`config.mk`:
```
export PLATFORM = sky130hd
export DESIGN_NAME = ex_mul_seq_flat
export DESIGN_NICKNAME = d
export VERILOG_FILES = /design/src/rtl/ex_pkg.sv /design/src/rtl/ex_mul_seq_if.sv /design/src/rtl/ex_mul_seq.sv /design/src/flat_wrapper.sv
export SDC_FILE = /design/constraint.sdc
export NUM_CORES = 1
export LEC_CHECK = 0
export CAP_MARGIN = 15
export CORE_MARGIN = 4
export CORE_UTILIZATION = 58
export CTS_CLUSTER_SIZE = 25
export DETAILED_ROUTE_END_ITERATION = 8
export GPL_ROUTABILITY_DRIVEN = 0
export PLACE_DENSITY = 0.84
export SYNTH_ARGS = -nofsm -noshare
export SYNTH_HDL_FRONTEND = slang
export SYNTH_SLANG_ARGS = --single-unit
```
`constraint.sdc`:
```
create_clock -name clk -period 8.15 [get_ports clk]
set_input_delay 1.63 -clock clk [delete_from_list [all_inputs] [get_ports clk]]
set_output_delay 1.63 -clock clk [all_outputs]
set_load 0.005 [all_outputs]
```
`src/rtl/ex_pkg.sv`:
```
// rtl/ex_pkg.sv - shared EX-stage constants and multiplier sequencer state encoding.
package ex_pkg;

  localparam int XLEN_DEFAULT = 32;

  localparam logic [3:0] ALU_OP_MUL = 4'b1011;

  typedef enum logic [1:0] {
    MUL_IDLE = 2'd0,
    MUL_RUN  = 2'd1,
    MUL_DONE = 2'd2
  } mul_state_e;

endpackage

```
`src/rtl/ex_mul_seq_if.sv`:
```
// rtl/ex_mul_seq_if.sv - EX-stage multiply request/response bundle.
interface ex_mul_seq_if import ex_pkg::*; #(
  parameter int XLEN = XLEN_DEFAULT
);

  logic            EX_mul_start;
  logic [XLEN-1:0] EX_a;
  logic [XLEN-1:0] EX_b;
  logic            EX_flush;
  logic            EX_mul_stall;
  logic            EX_mul_busy;
  logic            EX_mul_done;
  logic [XLEN-1:0] EX_mul_result;

  modport master (
    output EX_mul_start, EX_a, EX_b, EX_flush,
    input  EX_mul_stall, EX_mul_busy, EX_mul_done, EX_mul_result
  );

  modport slave (
    input  EX_mul_start, EX_a, EX_b, EX_flush,
    output EX_mul_stall, EX_mul_busy, EX_mul_done, EX_mul_result
  );

endinterface

```
`src/rtl/ex_mul_seq.sv`:
```
// rtl/ex_mul_seq.sv - iterative radix-2 shift-add multiplier for the EX stage.
module ex_mul_seq import ex_pkg::*; #(
  parameter int XLEN       = XLEN_DEFAULT,
  parameter bit EARLY_EXIT = 1'b1
) (
  input  logic         clk,
  input  logic         rst_n,
  ex_mul_seq_if.slave  bus
);

  localparam int              CW       = $clog2(XLEN) + 1;
  localparam logic [CW-1:0]   LAST_CNT = CW'(XLEN - 1);

  mul_state_e      r_state;
  mul_state_e      w_state_next;
  logic [XLEN-1:0] r_mcand;
  logic [XLEN-1:0] r_mplier;
  logic [XLEN-1:0] r_acc;
  logic [CW-1:0]   r_cnt;
  logic [XLEN-1:0] r_result;

  logic            w_accept;
  logic            w_last;
  logic [XLEN-1:0] w_acc_next;
  logic [XLEN-1:0] w_mplier_sh;

  assign w_accept    = (r_state == MUL_IDLE) && bus.EX_mul_start && !bus.EX_flush;
  assign w_acc_next  = r_mplier[0] ? (r_acc + r_mcand) : r_acc;
  assign w_mplier_sh = r_mplier >> 1;
  // Early exit once no set multiplier bits remain beyond the current one.
  assign w_last      = (r_cnt == LAST_CNT) || (EARLY_EXIT && (w_mplier_sh == '0));

  always_ff @(posedge clk or negedge rst_n) begin
    if (!rst_n) begin
      r_state <= MUL_IDLE;
    end else begin
      r_state <= w_state_next;
    end
  end

  always_comb begin
    w_state_next = r_state;
    if (bus.EX_flush) begin
      w_state_next = MUL_IDLE;
    end else begin
      case (r_state)
        MUL_IDLE: if (bus.EX_mul_start) w_state_next = MUL_RUN;
        MUL_RUN:  if (w_last) w_state_next = MUL_DONE;
        MUL_DONE: w_state_next = MUL_IDLE;
        default:  w_state_next = MUL_IDLE;
      endcase
    end
  end

  always_ff @(posedge clk or negedge rst_n) begin
    if (!rst_n) begin
      r_mcand  <= '0;
      r_mplier <= '0;
      r_acc    <= '0;
      r_cnt    <= '0;
      r_result <= '0;
    end else if (w_accept) begin
      r_mcand  <= bus.EX_a;
      r_mplier <= bus.EX_b;
      r_acc    <= '0;
      r_cnt    <= '0;
    end else if ((r_state == MUL_RUN) && !bus.EX_flush) begin
      r_acc    <= w_acc_next;
      r_mcand  <= r_mcand << 1;
      r_mplier <= w_mplier_sh;
      r_cnt    <= r_cnt + CW'(1);
      // Result register only moves on a completed operation, so aborts leave it intact.
      if (w_last) r_result <= w_acc_next;
    end
  end

  assign bus.EX_mul_stall  = w_accept || (r_state == MUL_RUN);
  assign bus.EX_mul_busy   = (r_state != MUL_IDLE);
  assign bus.EX_mul_done   = (r_state == MUL_DONE);
  assign bus.EX_mul_result = r_result;

endmodule

```
`src/flat_wrapper.sv`:
```
// flat-port wrapper written by rule: the top's interface ports become plain ports
module ex_mul_seq_flat import ex_pkg::*;
#(
  parameter int XLEN       = XLEN_DEFAULT,
  parameter bit EARLY_EXIT = 1'b1
)
  (clk, rst_n, bus_EX_mul_start, bus_EX_a, bus_EX_b, bus_EX_flush, bus_EX_mul_stall, bus_EX_mul_busy, bus_EX_mul_done, bus_EX_mul_result);
  ex_mul_seq_if #(.XLEN(XLEN)) bus_i ();
  input  logic clk;
  input  logic rst_n;
  input wire logic [$bits(bus_i.EX_mul_start)-1:0] bus_EX_mul_start;
  input wire logic [$bits(bus_i.EX_a)-1:0] bus_EX_a;
  input wire logic [$bits(bus_i.EX_b)-1:0] bus_EX_b;
  input wire logic [$bits(bus_i.EX_flush)-1:0] bus_EX_flush;
  output wire logic [$bits(bus_i.EX_mul_stall)-1:0] bus_EX_mul_stall;
  output wire logic [$bits(bus_i.EX_mul_busy)-1:0] bus_EX_mul_busy;
  output wire logic [$bits(bus_i.EX_mul_done)-1:0] bus_EX_mul_done;
  output wire logic [$bits(bus_i.EX_mul_result)-1:0] bus_EX_mul_result;
  assign bus_i.EX_mul_start = bus_EX_mul_start;
  assign bus_i.EX_a = bus_EX_a;
  assign bus_i.EX_b = bus_EX_b;
  assign bus_i.EX_flush = bus_EX_flush;
  assign bus_EX_mul_stall = bus_i.EX_mul_stall;
  assign bus_EX_mul_busy = bus_i.EX_mul_busy;
  assign bus_EX_mul_done = bus_i.EX_mul_done;
  assign bus_EX_mul_result = bus_i.EX_mul_result;
  ex_mul_seq #(.XLEN(XLEN), .EARLY_EXIT(EARLY_EXIT)) u_core (.clk(clk), .rst_n(rst_n), .bus(bus_i));
endmodule
```
==> summary by stage <==
Worst setup path
The slowest stage cell on the critical path is sky130_fd_sc_hd__or3b_2. Tracing the worst setup path back leads to its startpoint at bus_EX_flush. Traced cell by cell, the critical path runs through clkdlybuf4s50_1 -> or3b_2 -> nand2_1 -> clkdlybuf4s50_1. The cell that appears most often on the critical path is sky130_fd_sc_hd__clkdlybuf4s50_1. The worst register-to-register path ends at u_core.r_acc[18]$_DFFE_PN0P_. Measured in cells, the most critical reg-to-reg path has a length of 11. STA classifies the critical path startpoint as an input pin. At the worst endpoint, the required time is around 6.5 ns. STA classifies the critical path endpoint as an output port. The beginning of the worst register-to-register path is u_core.r_acc[0]$_DFFE_PN0P_. The top fanout value on the critical path is 25. The worst setup slack for register-to-register paths is slightly below 5 ns.

The critical path capture point is bus_EX_mul_stall. At the worst endpoint, the arrival time is approximately 3.6 ns. The setup path with the least slack is of type in2out. For this run, the slowest stage of the critical path takes about 0.76 ns.

CTS
The cell sitting at the root of the clock tree is a sky130_fd_sc_hd__clkbuf_16. The post-cts resize count is 0. The clock tree from TritonCTS is done. The number of buffers added for setup after CTS is 0. The total number of clock tree sinks is 136.

The clock tree synthesis step divided the H-tree into 4 levels. The clock tree buffer depth is 2. For this design, the CTS-stage hold fixing added 0 buffers.

Counting the buffers created by CTS gives 17. The clock latency reported for the late side of the worst-skew pair is 0.42 ns. After clock tree synthesis, the clock-pin slew on the worst setup and hold paths is approximately 0.06 ns.

Min path
The worst hold path belongs to the class reg2reg.

Flow run
Max-cap violations in this run came to 0.

Yosys
The synthesized flop and latch total is 136. For this run, the number of Yosys warnings is 0. Of all flip-flops after synthesis, the portion carrying an async set or reset was 100.0%. The netlist area before placement is 0.007332 mm^2.

Of the synthesized area, sequential elements account for between 40% and 50%. The synthesized net count is 900. Yosys mapped the design onto a little under 60 distinct sky130hd cell types. By area the synthesized netlist is led by sky130_fd_sc_hd__dfrtp_1 46%, sky130_fd_sc_hd__nand2_1 9.5%, sky130_fd_sc_hd__a22oi_1 6.3%. After synthesis, the largest area contributor takes up approximately 46% of total cell area. Synthesis handed over a netlist of between 700 and 800 instances. A synthesized cell averages approximately 9 um^2. Yosys mapped a number of flops with a built-in enable equal to 0. sky130_fd_sc_hd__dfrtp_1 takes more of the synthesized area than any other cell. In the synthesized netlist the dominant register cell turns out to be sky130_fd_sc_hd__dfrtp_1.

Floorplanning
between 100 and 150 I/O pins were placed. The die boundary height is 120.4 um. The placement row count is 40.

The initial utilization of the core area, before any placement, comes to 60.04%. The die area is between 0.01 and 0.015 mm^2. The die extent in x is roughly 120 um. The area inside the core boundary is about 0.012 mm^2.

Final layout
The fraction of layout instances using a drive strength above 1 is 6.264%. The repair_antennas step left the layout with diodes totalling 0. The footprint of the flip-flops and latches is around 0.0034 mm^2. Measured on the finished design, the core utilization comes to 74.54%. From synthesis to final layout, the design area changed by 24.15%. Counting the fill cells in the layout gives 908.

Summing all multi-input logic gate instances after layout gives 0.003745 mm^2. After the flow finishes, the layout carries non-filler instances totaling about 1100. The post-route cell area is a little over 0.009 mm^2. At the end of the flow, the number of nets in the layout was around 1000.

Place
The sum of net half-perimeters after detailed placement is between 10 and 15 mm. The placed instances occupy a cell area of between 0.008 and 0.009 mm^2. The count of input and output buffers is 102. OpenSTA, run right after detailed placement, puts the worst setup slack at a little under 3 ns.

The instance count after placement with tap cells included is roughly 1000.

Global route
The initial antenna violation count was 0. The combined global-route utilization of all metal layers is a little over a quarter. The first global-routing pass estimated ~31 mm of wire. The number of global-route vias before repair is around 6500. The total overflow left after global routing is 0. The maximum number of pins on one net before global-route repair is between 90 and 100.

Timing
The final setup slack of the worst path is a little under 3 ns. The final number of setup-violating endpoints is 0. For the pin with the worst max-slew slack, the measured transition is 1.055 ns.

The worst slew slack as a fraction of its limit is 29.60%. Setup repair after global routing left no endpoint under its margin. The final hold violation count is 0. The post-route clock skew is 0.005749 ns.

The clock period could shrink to roughly 5.2 ns. For the final routed database, the setup TNS stands at 0 ns. The number of slew-limit violations in the final report is 0. Based on the critical path, the design can be clocked at up to roughly 0.19 GHz. The worst hold slack after final layout is ~0.48 ns. In the finished design, the share of the clock period the worst path needs comes to between 60 and 70%.

Run status
The run finished with clean final reports.

Route
The number of remaining DRC errors is 0. The total number of vias is 6507. Using the TritonRoute via totals, the vias-per-cell ratio works out to around 6.1. For this block, the initial DRC count from the detailed router was roughly 630. The routed design has 18.97 mm of wire. The detail route stage leaves a number of antenna-violating nets equal to 0.

After detailed routing, the average wire length per cell comes to ~18 um. The number of detailed-routing iterations run before antenna repair is 6.

Power
Of the total power, registers draw between 30% and 40%. Of the total power, combinational logic draws between 30% and 40%. Net switching is 35.02% of the power. After layout, the design draws a total of approximately 2.5 mW. The leakage component of the power is 4.218 nW. For this design the ratio of total power to cell area is 272.4 mW/mm^2.

The reported net switching power is around 0.87 mW. IR analysis of the VDD net gives a maximum drop of 0.1727 mV. The clock share of power is between 30% and 40%. The internal power is roughly 1.6 mW.
synthesized netlist by cell type, drive strengths merged (3+ instances only):
library cell / number
o211ai: 13
and3: 7
nor3: 6
xnor2: 13
o21a: 11
mux2i: 8
a31oi: 4
a22oi: 62
nor2b: 6
ha: 32
nor2: 37
buf: 3
nand3: 27
dfrtp: 136
xor2: 19
inv: 6
clkbuf: 44
or3: 3
a211oi: 6
o21ai: 60
or2: 3
o21bai: 4
a21o: 17
o2111a: 4
a211o: 3
nand2: 186
a22o: 3
a221oi: 5
nor4: 8
nand4: 8
a21oi: 30
logic make-up (layout without fill, tap and decap cells):
family	count (synthesis)	in the layout	synth area share [%]
compound gates	238	238	22.70
fa+ha+maj	33	33	5.734
simple gates	296	296	17.15
mux	10	10	1.399
flops	136	136	46.42
xor+xnor	32	32	3.823
buf+inv	54	149	2.781
layout by cell type, fill, tap and decap left out, drive strengths merged, types with 4 or more instances in the layout:
| cell type | synthesis | routed |
|---|---|---|
| a21oi | 30 | 30 |
| dfrtp | 136 | 136 |
| nor2b | 6 | 6 |
| o21ai | 60 | 60 |
| o21a | 11 | 11 |
| o211ai | 13 | 13 |
| xor2 | 19 | 19 |
| a21o | 17 | 17 |
| nor2 | 37 | 37 |
| a31oi | 4 | 4 |
| clkbuf | 44 | 21 |
| nor3 | 6 | 6 |
| a211oi | 6 | 6 |
| buf | 3 | 9 |
| a22oi | 62 | 62 |
| nand3 | 27 | 27 |
| inv | 6 | 7 |
| and3 | 7 | 7 |
| xnor2 | 13 | 13 |
| o21bai | 4 | 4 |
| clkinv | 1 | 5 |
| nand4 | 8 | 8 |
| mux2i | 8 | 8 |
| nor4 | 8 | 8 |
| a221oi | 5 | 5 |
| ha | 32 | 32 |
| nand2 | 186 | 186 |
| clkdlybuf4s50 | 0 | 101 |
| o2111a | 4 | 4 |
flip-flops by register name, indices dropped and copies added, names as in the netlist:
signal	count
u_core.bus.EX_mul_result	32
u_core.r_acc	32
u_core.r_mcand	32
u_core.r_mplier	32
u_core.r_cnt	6
u_core.r_state	2
power by group through the flow:
stage	sequential (mW)	clock, mW	combinational [mW]
2_1_floorplan	0.899	0	0.553
3_3_place_gp	0.930	0	0.691
3_5_place_dp	0.938	0	0.730
4_1_cts	0.930	0.802	0.738
5_1_grt	0.949	0.833	0.835
6_report	0.934	0.798	0.746
cell type report:
class                           count  share of cell area, %
Multi-Input combinational cell    609                  41.14
Sequential cell                   136                  37.39
Timing Repair Buffer              110                  12.11
Clock buffer                       21                  5.168
Tap cell                          168                  2.309
Clock inverter                     11                  1.594
Inverter                            7                 0.2887
worst min-delay path by stage:
stage | from | to | depth (start not counted)
finish | u_core.bus.EX_mul_result[25]$_DFFE_PN0P_ | u_core.bus.EX_mul_result[25]$_DFFE_PN0P_ | 1
global route | u_core.bus.EX_mul_result[25]$_DFFE_PN0P_ | u_core.bus.EX_mul_result[25]$_DFFE_PN0P_ | 1
CTS | u_core.bus.EX_mul_result[25]$_DFFE_PN0P_ | u_core.bus.EX_mul_result[25]$_DFFE_PN0P_ | 1
detailed placement | u_core.bus.EX_mul_result[25]$_DFFE_PN0P_ | u_core.bus.EX_mul_result[25]$_DFFE_PN0P_ | 1
global placement | u_core.bus.EX_mul_result[29]$_DFFE_PN0P_ | u_core.bus.EX_mul_result[29]$_DFFE_PN0P_ | 2
floorplan | u_core.bus.EX_mul_result[29]$_DFFE_PN0P_ | u_core.bus.EX_mul_result[29]$_DFFE_PN0P_ | 2
layer usage:
layer	vias to the layer above	wire length (um)	track usage (%)
met2	232	9451	44.18
met4	0	325	9.419
li1	3040	-	-
met5	-	0	0
met1	3206	8054	34.45
met3	29	1142	5.987
worst max-delay path, delay by kind of cell:
| family | cells | cell delay [ns] |
|---|---|---|
| and+or+nand+nor | 2 | 0.90 |
| buffers and inverters | 2 | 1.02 |
Power figures use the tool's default switching activity.
